--- config.mk ---
export PLATFORM = sky130hd
export DESIGN_NAME = key_input_ctrl_flat
export DESIGN_NICKNAME = d
export VERILOG_FILES = /design/src/rtl/key_input_ctrl_if.sv /design/src/rtl/key_input_ctrl.sv /design/src/flat_wrapper.sv
export SDC_FILE = /design/constraint.sdc
export NUM_CORES = 1
export LEC_CHECK = 0
export CAP_MARGIN = 20
export CORE_MARGIN = 2
export CORE_UTILIZATION = 30
export CTS_BUF_LIST = sky130_fd_sc_hd__clkbuf_8
export CTS_CLUSTER_DIAMETER = 40
export CTS_CLUSTER_SIZE = 12
export DETAILED_ROUTE_END_ITERATION = 6
export SYNTH_ARGS = -nofsm -noshare
export SYNTH_HDL_FRONTEND = slang
export SYNTH_SLANG_ARGS = --single-unit
--- constraint.sdc ---
create_clock -name clock -period 5.21 [get_ports clock]
set_input_delay 1.042 -clock clock [delete_from_list [all_inputs] [get_ports clock]]
set_output_delay 1.042 -clock clock [all_outputs]
set_load 0.05 [all_outputs]
--- src/rtl/key_input_ctrl_if.sv ---
// -----------------------------------------------------------------------------
// key_input_ctrl_if
//
// Purpose:
//   Bundles the button-side and CPU-side signals of key_input_ctrl so they
//   travel as one port. The clock and reset are kept outside the interface.
//
// Signals:
//   keys        [3:0] raw push-buttons, active-low, asynchronous to the clock
//   rd_strobe         one-cycle pulse per completed CPU read of $00ff
//   key_out     [7:0] ASCII direction code presented to the CPU
//   fifo_count  [2:0] queued, unconsumed presses (0..4)
//   overflow          sticky flag, a press was dropped
//   press_count [7:0] accepted presses, modulo 256
//
// Modports:
//   master : the side that drives buttons and reads the code (CPU / bench)
//   slave  : key_input_ctrl itself
// -----------------------------------------------------------------------------
interface key_input_ctrl_if;
    logic [3:0] keys;
    logic       rd_strobe;
    logic [7:0] key_out;
    logic [2:0] fifo_count;
    logic       overflow;
    logic [7:0] press_count;

    modport master (
        output keys,
        output rd_strobe,
        input  key_out,
        input  fifo_count,
        input  overflow,
        input  press_count
    );

    modport slave (
        input  keys,
        input  rd_strobe,
        output key_out,
        output fifo_count,
        output overflow,
        output press_count
    );
endinterface

--- src/rtl/key_input_ctrl.sv ---
// -----------------------------------------------------------------------------
// key_input_ctrl
//
// Purpose:
//   Debounces four raw active-low push-buttons and turns each accepted press
//   into an ASCII direction code for the game program. The code is what the
//   CPU sees when it reads $00ff. Presses can be queued in a 4-entry FIFO so
//   that fast taps between two CPU polls are not lost.
//
//   Key map: keys[0] 'd' (8'h64), keys[1] 's' (8'h73),
//            keys[2] 'w' (8'h77), keys[3] 'a' (8'h61)
//
// Parameters:
//   DEBOUNCE_CYCLES  consecutive differing samples needed to accept a level
//                    change (1..255), default 16
//   RESET_KEY        key_out value after reset, default 8'h73 ('s')
//
// Ports:
//   clock    CPU clock, all state updates on the rising edge
//   nreset   synchronous, active-low reset
//   bus      key_input_ctrl_if.slave (keys, rd_strobe, key_out,
//            fifo_count, overflow, press_count)
//
// Build option:
//   KEY_INPUT_FIFO_EN  defined   : 4-entry press FIFO, fifo_count and
//                                  overflow are live, rd_strobe pops.
//                      undefined : no FIFO, each serviced press overwrites
//                                  last_key, fifo_count/overflow tied to 0,
//                                  rd_strobe ignored.
// -----------------------------------------------------------------------------
module key_input_ctrl #(
    parameter int unsigned DEBOUNCE_CYCLES = 16,
    parameter logic [7:0]  RESET_KEY       = 8'h73
) (
    input  logic             clock,
    input  logic             nreset,
    key_input_ctrl_if.slave  bus
);

    // Counter value at which the next differing sample is the accepting one.
    localparam logic [7:0] DB_LAST = 8'(DEBOUNCE_CYCLES - 1);

    function automatic logic [7:0] key_code(input logic [1:0] idx);
        logic [7:0] code;
        case (idx)
            2'd0:    code = 8'h64;   // 'd'
            2'd1:    code = 8'h73;   // 's'
            2'd2:    code = 8'h77;   // 'w'
            default: code = 8'h61;   // 'a'
        endcase
        return code;
    endfunction

    function automatic logic [7:0] popcount4(input logic [3:0] v);
        logic [7:0] n;
        n = 8'd0;
        for (int i = 0; i < 4; i++) begin
            n = n + 8'(v[i]);
        end
        return n;
    endfunction

    // -------------------------------------------------------------------------
    // Synchronizer, debounce and press detection
    // -------------------------------------------------------------------------
    logic [3:0] sync1_q, sync2_q;
    logic [3:0] stable_q, stable_d;
    // One-cycle delayed copy of stable; a 1->0 step between the two is a press.
    logic [3:0] stable_dly_q;
    logic [7:0] db_cnt_q [4];
    logic [7:0] db_cnt_d [4];
    logic [3:0] pend_q, pend_d;
    logic [7:0] press_count_q, press_count_d;
    logic [3:0] press;

    always_comb begin
        for (int k = 0; k < 4; k++) begin
            stable_d[k] = stable_q[k];
            db_cnt_d[k] = 8'd0;
            if (sync2_q[k] != stable_q[k]) begin
                if (db_cnt_q[k] == DB_LAST) begin
                    stable_d[k] = sync2_q[k];
                end else begin
                    db_cnt_d[k] = db_cnt_q[k] + 8'd1;
                end
            end
        end
    end

    assign press = stable_dly_q & ~stable_q;

    // -------------------------------------------------------------------------
    // Service: one pending key per cycle, lowest index first
    // -------------------------------------------------------------------------
    logic       svc_vld;
    logic [1:0] svc_idx;
    logic [3:0] svc_mask;

    always_comb begin
        svc_vld = 1'b0;
        svc_idx = 2'd0;
        // Descending scan so the lowest set index is the one that sticks.
        for (int k = 3; k >= 0; k--) begin
            if (pend_q[k]) begin
                svc_vld = 1'b1;
                svc_idx = 2'(k);
            end
        end
    end

    assign svc_mask = svc_vld ? (4'b0001 << svc_idx) : 4'b0000;

    // A press on a key that is pending and not serviced this cycle simply
    // merges into the existing bit.
    assign pend_d        = (pend_q & ~svc_mask) | press;
    assign press_count_d = press_count_q + popcount4(press);

    always_ff @(posedge clock) begin
        if (!nreset) begin
            sync1_q       <= 4'b1111;
            sync2_q       <= 4'b1111;
            stable_q      <= 4'b1111;
            stable_dly_q  <= 4'b1111;
            pend_q        <= 4'b0000;
            press_count_q <= 8'd0;
            for (int k = 0; k < 4; k++) begin
                db_cnt_q[k] <= 8'd0;
            end
        end else begin
            sync1_q       <= bus.keys;
            sync2_q       <= sync1_q;
            stable_q      <= stable_d;
            stable_dly_q  <= stable_q;
            pend_q        <= pend_d;
            press_count_q <= press_count_d;
            for (int k = 0; k < 4; k++) begin
                db_cnt_q[k] <= db_cnt_d[k];
            end
        end
    end

    assign bus.press_count = press_count_q;

`ifdef KEY_INPUT_FIFO_EN
    // -------------------------------------------------------------------------
    // 4-entry circular press FIFO
    // -------------------------------------------------------------------------
    logic [7:0] mem_q [4];
    logic [1:0] rptr_q, rptr_d;
    logic [1:0] wptr_q, wptr_d;
    logic [2:0] fcnt_q, fcnt_d;
    logic [7:0] last_key_q, last_key_d;
    logic       ovf_q, ovf_d;
    logic       pop, push, drop;

    assign pop  = bus.rd_strobe && (fcnt_q != 3'd0);
    // A pop in the same cycle frees the head slot, so a full FIFO still
    // accepts; with wptr == rptr the new entry lands in that freed slot.
    assign push = svc_vld && ((fcnt_q != 3'd4) || pop);
    assign drop = svc_vld && !push;

    always_comb begin
        rptr_d     = rptr_q;
        wptr_d     = wptr_q;
        last_key_d = last_key_q;
        ovf_d      = ovf_q | drop;
        fcnt_d     = fcnt_q + {2'b00, push} - {2'b00, pop};
        if (pop) begin
            // The CPU already sampled the head, so it becomes the idle value.
            last_key_d = mem_q[rptr_q];
            rptr_d     = rptr_q + 2'd1;
        end
        if (push) begin
            wptr_d = wptr_q + 2'd1;
        end
    end

    always_ff @(posedge clock) begin
        if (!nreset) begin
            rptr_q     <= 2'd0;
            wptr_q     <= 2'd0;
            fcnt_q     <= 3'd0;
            last_key_q <= RESET_KEY;
            ovf_q      <= 1'b0;
        end else begin
            rptr_q     <= rptr_d;
            wptr_q     <= wptr_d;
            fcnt_q     <= fcnt_d;
            last_key_q <= last_key_d;
            ovf_q      <= ovf_d;
        end
    end

    // Storage needs no reset: the count and pointers decide what is valid.
    always_ff @(posedge clock) begin
        if (push) begin
            mem_q[wptr_q] <= key_code(svc_idx);
        end
    end

    assign bus.key_out    = (fcnt_q != 3'd0) ? mem_q[rptr_q] : last_key_q;
    assign bus.fifo_count = fcnt_q;
    assign bus.overflow   = ovf_q;
`else
    // -------------------------------------------------------------------------
    // No FIFO: newest serviced press overwrites the presented code
    // -------------------------------------------------------------------------
    logic [7:0] last_key_q, last_key_d;
    logic       unused_rd_strobe;

    assign unused_rd_strobe = bus.rd_strobe;
    assign last_key_d       = svc_vld ? key_code(svc_idx) : last_key_q;

    always_ff @(posedge clock) begin
        if (!nreset) begin
            last_key_q <= RESET_KEY;
        end else begin
            last_key_q <= last_key_d;
        end
    end

    assign bus.key_out    = last_key_q;
    assign bus.fifo_count = 3'd0;
    assign bus.overflow   = 1'b0;
`endif

endmodule
--- src/flat_wrapper.sv ---
// flat-port wrapper written by rule: the top's interface ports become plain ports
module key_input_ctrl_flat 
#(
    parameter int unsigned DEBOUNCE_CYCLES = 16,
    parameter logic [7:0]  RESET_KEY       = 8'h73
)
  (clock, nreset, bus_keys, bus_rd_strobe, bus_key_out, bus_fifo_count, bus_overflow, bus_press_count);
  key_input_ctrl_if bus_i ();
  input  logic clock;
  input  logic nreset;
  input wire logic [$bits(bus_i.keys)-1:0] bus_keys;
  input wire logic [$bits(bus_i.rd_strobe)-1:0] bus_rd_strobe;
  output wire logic [$bits(bus_i.key_out)-1:0] bus_key_out;
  output wire logic [$bits(bus_i.fifo_count)-1:0] bus_fifo_count;
  output wire logic [$bits(bus_i.overflow)-1:0] bus_overflow;
  output wire logic [$bits(bus_i.press_count)-1:0] bus_press_count;
  assign bus_i.keys = bus_keys;
  assign bus_i.rd_strobe = bus_rd_strobe;
  assign bus_key_out = bus_i.key_out;
  assign bus_fifo_count = bus_i.fifo_count;
  assign bus_overflow = bus_i.overflow;
  assign bus_press_count = bus_i.press_count;
  key_input_ctrl #(.DEBOUNCE_CYCLES(DEBOUNCE_CYCLES), .RESET_KEY(RESET_KEY)) u_core (.clock(clock), .nreset(nreset), .bus(bus_i));
endmodule
[Yosys cells after proc, flatten, opt, wreduce, memory -nomap -nowiden]
Memory sizes are Yosys's and may differ from the RTL's.
Cells that the tools add are included.
Storage, ports and cells
  register bits after elaboration: 36
  memory bits (writable): 32
  input bits: 7
  output and inout bits: 20
  memories kept: 1
Operators by class
  $add $sub $neg: 8
  equal/unequal tests: 10
  shift-type cells: 1
  muxes and demuxes: 24
  bitwise gates (word level): 9
  reduce and logical (&&, ||, !) cells: 5
Memories
  u_core.db_cnt_q: words 4, width 8, rd ports 4, clocked after Yosys merged registers in 0, wr ports 4, RTL line key_input_ctrl.sv:70  | logic [7:0] db_cnt_q [4];
Operators with widths (number)
  2-to-1 mux 8 bit: 12
  adder 8 x 1 -> 8 bit (second input constant): 4
  equality test 8 x 4 -> 1 bit (second input constant): 4
  adder 8 x 1 -> 8 bit: 2
  case mux 5 bit (3 select lines): 1
  adder 8 bit: 1
  bitwise AND 4 bit: 2
  2-to-1 mux 2 bit: 4
  NOT 4 bit: 2
  AND reduction 2 bit: 4
  2-to-1 mux 1 bit: 6
  2-to-1 mux 4 bit: 1
  != test 1 bit: 4
  OR 1 bit: 4
  OR 4 bit: 1
  left shift 1 x 2 -> 4 bit (first input constant): 1
  adder 1 x 1 -> 2 bit: 1
  equality test 2 x 1 -> 1 bit (second input constant): 1
  equality test 2 bit (second input constant): 1
  zero test 2 bit: 1

[Logic depth before layout (Yosys ltp)]
Gate-level depths: netlist of run 1.
  depth after elaboration: 9
  gate-level depth with buffers: 10

[Worst setup path after synthesis of run 1]
Ideal clock, no wire load.
  kind: reg2reg
  start point: register u_core.stable_q[0]
  end point: register u_core.press_count_q[6] (netlist: u_core.bus.press_count[6])
  library setup time: 0.115 ns
  arrival time: 2.393 ns
  data required time: 5.095 ns
  slack: 2.702 ns
  cell stages (with the launch flop): 11
  period minus slack after synthesis: 2.508 ns
  cell sequence: dfxtp_1 -> nor2b_1 -> ha_1 -> fa_1 -> ha_1 -> inv_1 -> fa_1 -> nor2b_1 -> o2111ai_1 -> xnor2_1 -> and2_1
Between the ends
  word-level cells in the longest chain between the ends: 6
RTL lines
  from (decl): RTL line key_input_ctrl.sv:67  | logic [3:0] stable_q, stable_d;
  from (signal assigned): RTL line key_input_ctrl.sv:132  | stable_q <= stable_d;
  NOT 4 bit: RTL line key_input_ctrl.sv:90  | assign press = stable_dly_q & ~stable_q;
  bitwise AND 4 bit: RTL line key_input_ctrl.sv:90
  adder 1 x 1 -> 2 bit: RTL line key_input_ctrl.sv:58  | n = n + 8'(v[i]);
  adder 8 x 1 -> 8 bit (2 in a row): RTL line key_input_ctrl.sv:58
  adder 8 bit: RTL line key_input_ctrl.sv:116  | assign press_count_d = press_count_q + popcount4(press);
  to (signal assigned): RTL line key_input_ctrl.sv:135  | press_count_q <= press_count_d;
  to (decl): RTL line key_input_ctrl.sv:73  | logic [7:0] press_count_q, press_count_d;
Every way passes these cells.
A chain may end at the register's enable or synchronous reset.

[Final worst setup path of run 1]
  start point: register u_core.press_count_q[3] (netlist: u_core.bus.press_count[3])
  end point: output bus_press_count[3]
RTL lines
  to (decl): RTL line flat_wrapper.sv:16  | output wire logic [$bits(bus_i.press_count)-1:0] bus_press_count;
No word-level cell between the ends.

==> impl_results.md, run 1 <==
* Yosys cell types at 33
* Crit-path slowest cell: clkdlybuf4s50_1
* Worst-path cell chain: clkdlybuf4s50_1
* Number of global-route vias before repair at 1655
* Worst endpoint required time at approximately 4200 ps
* CTS buffer count at 9
* Final Cycle Share at 0.506
* Unrepaired setup endpoints after global routing: false
* Largest net degree at the start of global routing at 39
* CP max stage delay at 840 ps
* R2r worst-path depth at 10
* Ys Warns at 0
* 1st-iter DRT viols at 83
* Placed Area at a little under 3000 um^2
* Reg2Reg Setup Slack at 2580 ps
* Worst Skew at 6.40 ps
* Max Slew Vio Count at 0
* Starting Density at 0.306
* Sum Neg Setup Slack at 0 ps
* DIE AREA at between 9000 and 10000 um^2
* Most frequent cells in the layout: dfxtp_1 (63), nor2_1 (36), nand2_1 (20), clkdlybuf4s50_1 (17)
* # hold bufs at CTS at 0
* Finished Cell Area at 3110 um^2
* Final RePlAce weighted congestion at 0.755
* CTS tree: yes
* Number of synthesized flops with an enable pin at 0
* Final setup violation count at 0
* Yosys reg bits at 63
* Worst path bufs/invs at 1
* Core Area at 8640 um^2
* Drt total wl at 3.95 mm
* Global router's overall resource usage at 0.0910
* Hold Path Depth at 1
* Max Cap Violations at 0
* Detail Route Antenna Nets at 0
* Inst Count DP at 403
* Hold EP: u_core.sync2_q[3]$_SDFF_PN1_
* Share of layout cells above drive strength 1 at 0.0611
* Status: finished, final reports clean
* CTS Buffer Depth at 2
* Chip width at about 100 um
* CTS H-tree lvls at 3
* Fin cells at 419
* Synthesized area at 2640 um^2
* Post-CTS Resized at 0
* Grt ovf at 0
* DP HPWL at 2.79 mm
* Routed vias at roughly 1800
* Worst hold slack at 397 ps
* Filler cell count at 864
* Leakage at 1.18 nW
* Slew HR at 0.659
* Final min period at around 2600 ps
* Power per cell area at 314 nW/um^2
* # clock sinks at 63
* Post-synthesis sequential area ratio at 0.478
* VDD IR max at 0.100 mV
* CP top delay family: buffers and inverters
* Most common flop cell mapped by yosys: dfxtp_1
* Critical path class: flop to output port
* R2r endpoint: u_core.bus.press_count[6]$_SDFF_PN0_
* Area Overhead vs Synth at 18.0%
* DRC violations left at 0
* Antenna violations before repair at 0
* Commonest non-fill, non-tap cell in the layout: dfxtp_1
* Post-layout net count at 327
* Arrival time at the worst endpoint at 1600 ps
* FMAX at 379 MHz
* Worst R2R Start: u_core.stable_q[0]$_SDFFE_PN1P_
* CTS Root Cell: clkbuf_8
* CP Launch Type: flop
* Die Y at 97.8 um
* WL/cell at 9.44 um
* Pre-Repair DR Iteration Count at 4
* First-pass GRT wire length at 7.07 mm
* Async set-reset flop share out of synthesis at 0
* Post-Synthesis Cells at 284
* CP Max Fanout at 7
* Post-CTS setup buffers at 0
* Worst setup EP type: output port
* Via density at about 4.3
* Antenna Cells at 0
* Port Buf Inserts at 17
* HP Start: u_core.sync1_q[3]$_SDFF_PN1_
* Top Ports at 27
* Worst Tran Pin Value at 510 ps
* Clock Pin Slew Worst Setup and Hold Paths at 70 ps
* FP Rows at 34
* Min-delay worst type: flop to flop
* Hold Fails Final Rpt at 0
* Clk_lat worst skew at approximately 330 ps
* Mean Syn Cell Area at 9.30 um^2
## area by class of cell
| type | count | area [um^2] | share of cell area |
|---|---|---|---|
| multi-input cells | 203 | 1270 | 0.409 |
| flip-flops and latches | 63 | 1260 | 0.405 |
| repair buffers | 18 | 178 | 0.0571 |
| clock buffers | 11 | 151 | 0.0486 |
| well taps | 108 | 135 | 0.0434 |
| clock inverters | 5 | 72.6 | 0.0233 |
| inverters | 11 | 41.3 | 0.0133 |
## power by group
group / total, mW / switching, mW / internal, mW
sequential: 0.487 / 0.00176 / 0.485
clock: 0.463 / 0.172 / 0.291
combinational: 0.0277 / 0.0204 / 0.00734
total: 0.978 / 0.194 / 0.784
## worst max path at each step
| stage | startpoint | endpoint | slack [ps] | cells after the start |
|---|---|---|---|---|
| 2_1_floorplan | u_core.stable_q[0]$_SDFFE_PN1P_ | u_core.bus.press_count[6]$_SDFF_PN0_ | 2700 | 10 |
| 3_3_place_gp | u_core.stable_q[1]$_SDFFE_PN1P_ | u_core.bus.press_count[6]$_SDFF_PN0_ | 2570 | 10 |
| 3_5_place_dp | u_core.stable_q[1]$_SDFFE_PN1P_ | u_core.bus.press_count[6]$_SDFF_PN0_ | 2570 | 10 |
| 4_1_cts | u_core.stable_q[1]$_SDFFE_PN1P_ | u_core.bus.press_count[6]$_SDFF_PN0_ | 2550 | 10 |
| 5_1_grt | u_core.stable_q[1]$_SDFFE_PN1P_ | u_core.bus.press_count[6]$_SDFF_PN0_ | 2420 | 10 |
| 6_report | u_core.bus.press_count[3]$_SDFF_PN0_ | bus_press_count[3] | 2570 | 1 |
## flip-flops by register name (all words and copies together) (netlist names)
name / cells
u_core.bus.key_out: 3
u_core.db_cnt_q: 32
u_core.sync2_q: 4
u_core.pend_q: 4
u_core.sync1_q: 4
u_core.bus.press_count: 8
u_core.stable_dly_q: 4
u_core.stable_q: 4
## Yosys cell counts (all sizes together) (2+ instances only)
library cell / instances / share of area
dfxtp: 63 / 0.48
nor2: 36 / 0.051
nand2: 20 / 0.028
a21oi: 15 / 0.028
nand2b: 15 / 0.036
xor2: 15 / 0.050
nand3: 13 / 0.025
ha: 12 / 0.057
buf: 11 / 0.029
inv: 11 / 0.016
xnor2: 10 / 0.033
nor2b: 9 / 0.021
and2: 8 / 0.019
nor3: 7 / 0.013
o21ai: 6 / 0.011
mux2i: 5 / 0.019
and3: 4 / 0.0095
nor4: 4 / 0.014
nand4: 3 / 0.0071
o21a: 3 / 0.0085
clkbuf: 2 / 0.0028
conb: 2 / 0.0028
fa: 2 / 0.015
## per-layer routing
metal	up-vias	global-route usage	share of wire	routed length, um
met4	0	0.0513	0.020	79
met3	6	0.0322	0.039	154
li1	958	-	-	-
met1	794	0.114	0.50	1970
met5	-	0	0	0
met2	29	0.136	0.44	1750
## through the flow
stage | power, mW | setup WS [ps] | util
2_1_floorplan | 0.524 | 2700 | -
3_3_place_gp | 0.526 | 2570 | 0.335
3_5_place_dp | 0.526 | 2570 | 0.335
4_1_cts | 0.997 | 2550 | 0.361
5_1_grt | 1.02 | 2420 | 0.361
6_report | 0.978 | 2570 | 0.361
## kinds of logic (layout without fill, tap and decap cells)
| logic type | after synthesis | after routing | share of synthesized area |
|---|---|---|---|
| flip-flops | 63 | 63 | 0.478 |
| multiplexers | 5 | 5 | 0.0190 |
| AND/OR/NAND/NOR | 126 | 126 | 0.246 |
| XOR/XNOR | 25 | 25 | 0.0829 |
| AO/OA/AOI/OAI | 25 | 25 | 0.0517 |
| buffers and inverters | 24 | 45 | 0.0479 |
| adder cells (fa/ha/maj) | 14 | 14 | 0.0720 |
| other | 2 | 8 | 0.00284 |
Note: power is estimated with default switching activity, not from simulation.
==> run 2, diff against run 1 <==
==> constraint.sdc (replaced) <==
create_clock -name clock -period 2.4 [get_ports clock]
set_input_delay 0.48 -clock clock [delete_from_list [all_inputs] [get_ports clock]]
set_output_delay 0.48 -clock clock [all_outputs]
set_load 0.05 [all_outputs]
==> run 2 against run 1 <==
  * The run now ends with setup timing left
  * Power increased by 89%
  * Critical path depth increased by 9
  * Setup slack got worse by 2600 ps
  * Clock power increased by 58%
  * Hold slack improved by 7.2 ps
  * First-iteration DRC count decreased by 43%
  * Largest cell class unchanged
  * Largest power group unchanged
==> impl_results.md, run 2 (synthesized netlist as in run 1, its figures left out) <==
* CTS H-tree lvls at 3
* Final RePlAce weighted congestion at 0.732
* Most frequent cells in the layout: dfxtp_1 (59), nor2_1 (36), nand2_1 (20), clkdlybuf4s50_1 (17)
* # hold bufs at CTS at 0
* FP Rows at 34
* CP max stage delay at 480 ps
* Leakage at approximately 1.2 nW
* Pre-Repair DR Iteration Count at 4
* DP HPWL at 2.86 mm
* CP Launch Type: flop
* Status: finished, violations left
* Starting Density at 0.306
* Antenna Cells at 0
* Filler cell count at 894
* WL/cell at around 9.4 um
* Top Ports at 27
* CP Max Fanout at 3
* Post-Place Worst Slack at -94.3 ps
* Antenna violations before repair at 0
* Clock Pin Slew Worst Setup and Hold Paths at 60 ps
* VDD IR max at 0.315 mV
* CP top delay family: adder cells
* Worst hold slack at 404 ps
* Grt ovf at 0
* CTS buffer count at 9
* # clock sinks at between 60 and 70
* Worst endpoint required time at 2630 ps
* Unrepaired setup endpoints after global routing: true
* Die Y at roughly 98 um
* 1st-iter DRT viols at 47
* Largest net degree at the start of global routing at 23
* Detail Route Antenna Nets at 0
* Via density at about 4.3
* Sum Neg Setup Slack at -10.7 ps
* FMAX at 415 MHz
* Chip width at ~98 um
* Drt total wl at around 4 mm
* Largest Register: u_core.db_cnt_q
* Global router's overall resource usage at 0.0917
* Area Overhead vs Synth at 19.4%
* Crit-path slowest cell: fa_1
* Clk_lat worst skew at 330 ps
* Worst path bufs/invs at 1
* Worst Skew at about 7 ps
* Min-delay worst type: flop to flop
* Placed Area at 2940 um^2
* CTS tree: yes
* Power per cell area at 587 nW/um^2
* Most frequent CP cell: nor2b_4
* Routed vias at 1828
* Final Cycle Share at 1.00
* DIE AREA at ~9600 um^2
* Multi-input logic area at about 1300 um^2
* Hold Fails Final Rpt at 0
* Commonest non-fill, non-tap cell in the layout: dfxtp_1
* CTS Root Cell: clkbuf_8
* Worst-path cell chain: nor2b_4, ha_4, fa_1, ha_2, inv_2, fa_2, nor2b_4, o2111ai_2, xnor2_1, and2_1
* Finished Cell Area at 3150 um^2
* Max Slew Vio Count at 0
* Core Area at 8640 um^2
* Register area at 1270 um^2
* Worst Tran Pin Value at around 500 ps
* Post-layout net count at about 330
* Share of layout cells above drive strength 1 at 0.116
* Worst setup EP type: flop
* Port Buf Inserts at 17
* Arrival time at the worst endpoint at between 2000 and 3000 ps
* DRC violations left at 0
* Final min period at 2410 ps
* Final setup violation count at 1
* Critical path class: flop to flop
* First-pass GRT wire length at 7.03 mm
* Failing checks: setup timing
* Max reg flops at 32
* CTS Buffer Depth at 2
* Slew HR at 0.665
* Post-layout worst setup margin at -10.7 ps
* Number of global-route vias before repair at 1695
* Max Cap Violations at 0
==> run 2: changes by cell type in the layout (fill, tap and decap cells not counted), moves of 3 or more <==
cell	change
nor2b_4	+3
buf_4	+7
dfxtp_1	-4
dfxtp_2	+4
nor2b_1	-3
==> run 2: power breakdown <==
part	internal [mW]	total, mW	switching [mW]	leakage, nW
combinational	0.0169	0.0613	0.0443	0.595
sequential	1.05	1.06	0.00367	0.508
clock	0.357	0.733	0.376	0.0926
==> run 2: worst register-to-register path, delay by kind of cell, from the launching register on <==
kind,cells,cell delay (ps)
fa+ha+maj,4,1230
simple gates,3,440
flops,1,320
xor+xnor,1,150
compound gates,1,140
buf+inv,1,40
==> run 2: through the flow <==
| step | cells | utilization | power (mW) |
|---|---|---|---|
| 4_1_cts | 425 | 0.364 | 1.89 |
| 3_5_place_dp | 408 | 0.340 | 1.14 |
| 2_1_floorplan | 290 | - | 1.14 |
| 6_report | 426 | 0.365 | 1.85 |
| 3_3_place_gp | 408 | 0.340 | 1.14 |
| 5_1_grt | 426 | 0.365 | 1.93 |
==> run 2: worst paths after layout <==
path | startpoint | to | slack [ps] | cells past startpoint
setup / recovery | u_core.stable_dly_q[1]$_SDFF_PN1_ | u_core.bus.press_count[6]$_SDFF_PN0_ | -10 | 10
hold / removal | u_core.sync1_q[2]$_SDFF_PN1_ | u_core.sync2_q[2]$_SDFF_PN1_ | 400 | 1
setup reg to reg | u_core.stable_dly_q[1]$_SDFF_PN1_ | u_core.bus.press_count[6]$_SDFF_PN0_ | -10 | 10
hold reg to reg | u_core.sync1_q[2]$_SDFF_PN1_ | u_core.sync2_q[2]$_SDFF_PN1_ | 400 | 1
==> run 2: cell type report <==
cell class,instances,area share
Multi-Input combinational cell,203,0.419
Sequential cell,63,0.402
Timing Repair Buffer,25,0.0730
Tap cell,108,0.0429
Clock buffer,9,0.0393
Inverter,11,0.0131
Clock inverter,7,0.0107
==> run 2: routing by layer <==
layer / track usage / part of all wire / vias to the layer above
met4: 0.0417 / 0.016 / 0
met5: 0 / 0 / -
met2: 0.145 / 0.47 / 27
met3: 0.0458 / 0.044 / 9
met1: 0.104 / 0.47 / 821
li1: - / - / 971
==> run 2: repair_timing <==
| item | 4_1_cts | 5_1_grt |
|---|---|---|
| pin swaps | 6 | 5 |
| resized for setup | 8 | 3 |
| buffers inserted | 1 | 1 |
| setup endpoints to repair | 2 | 2 |
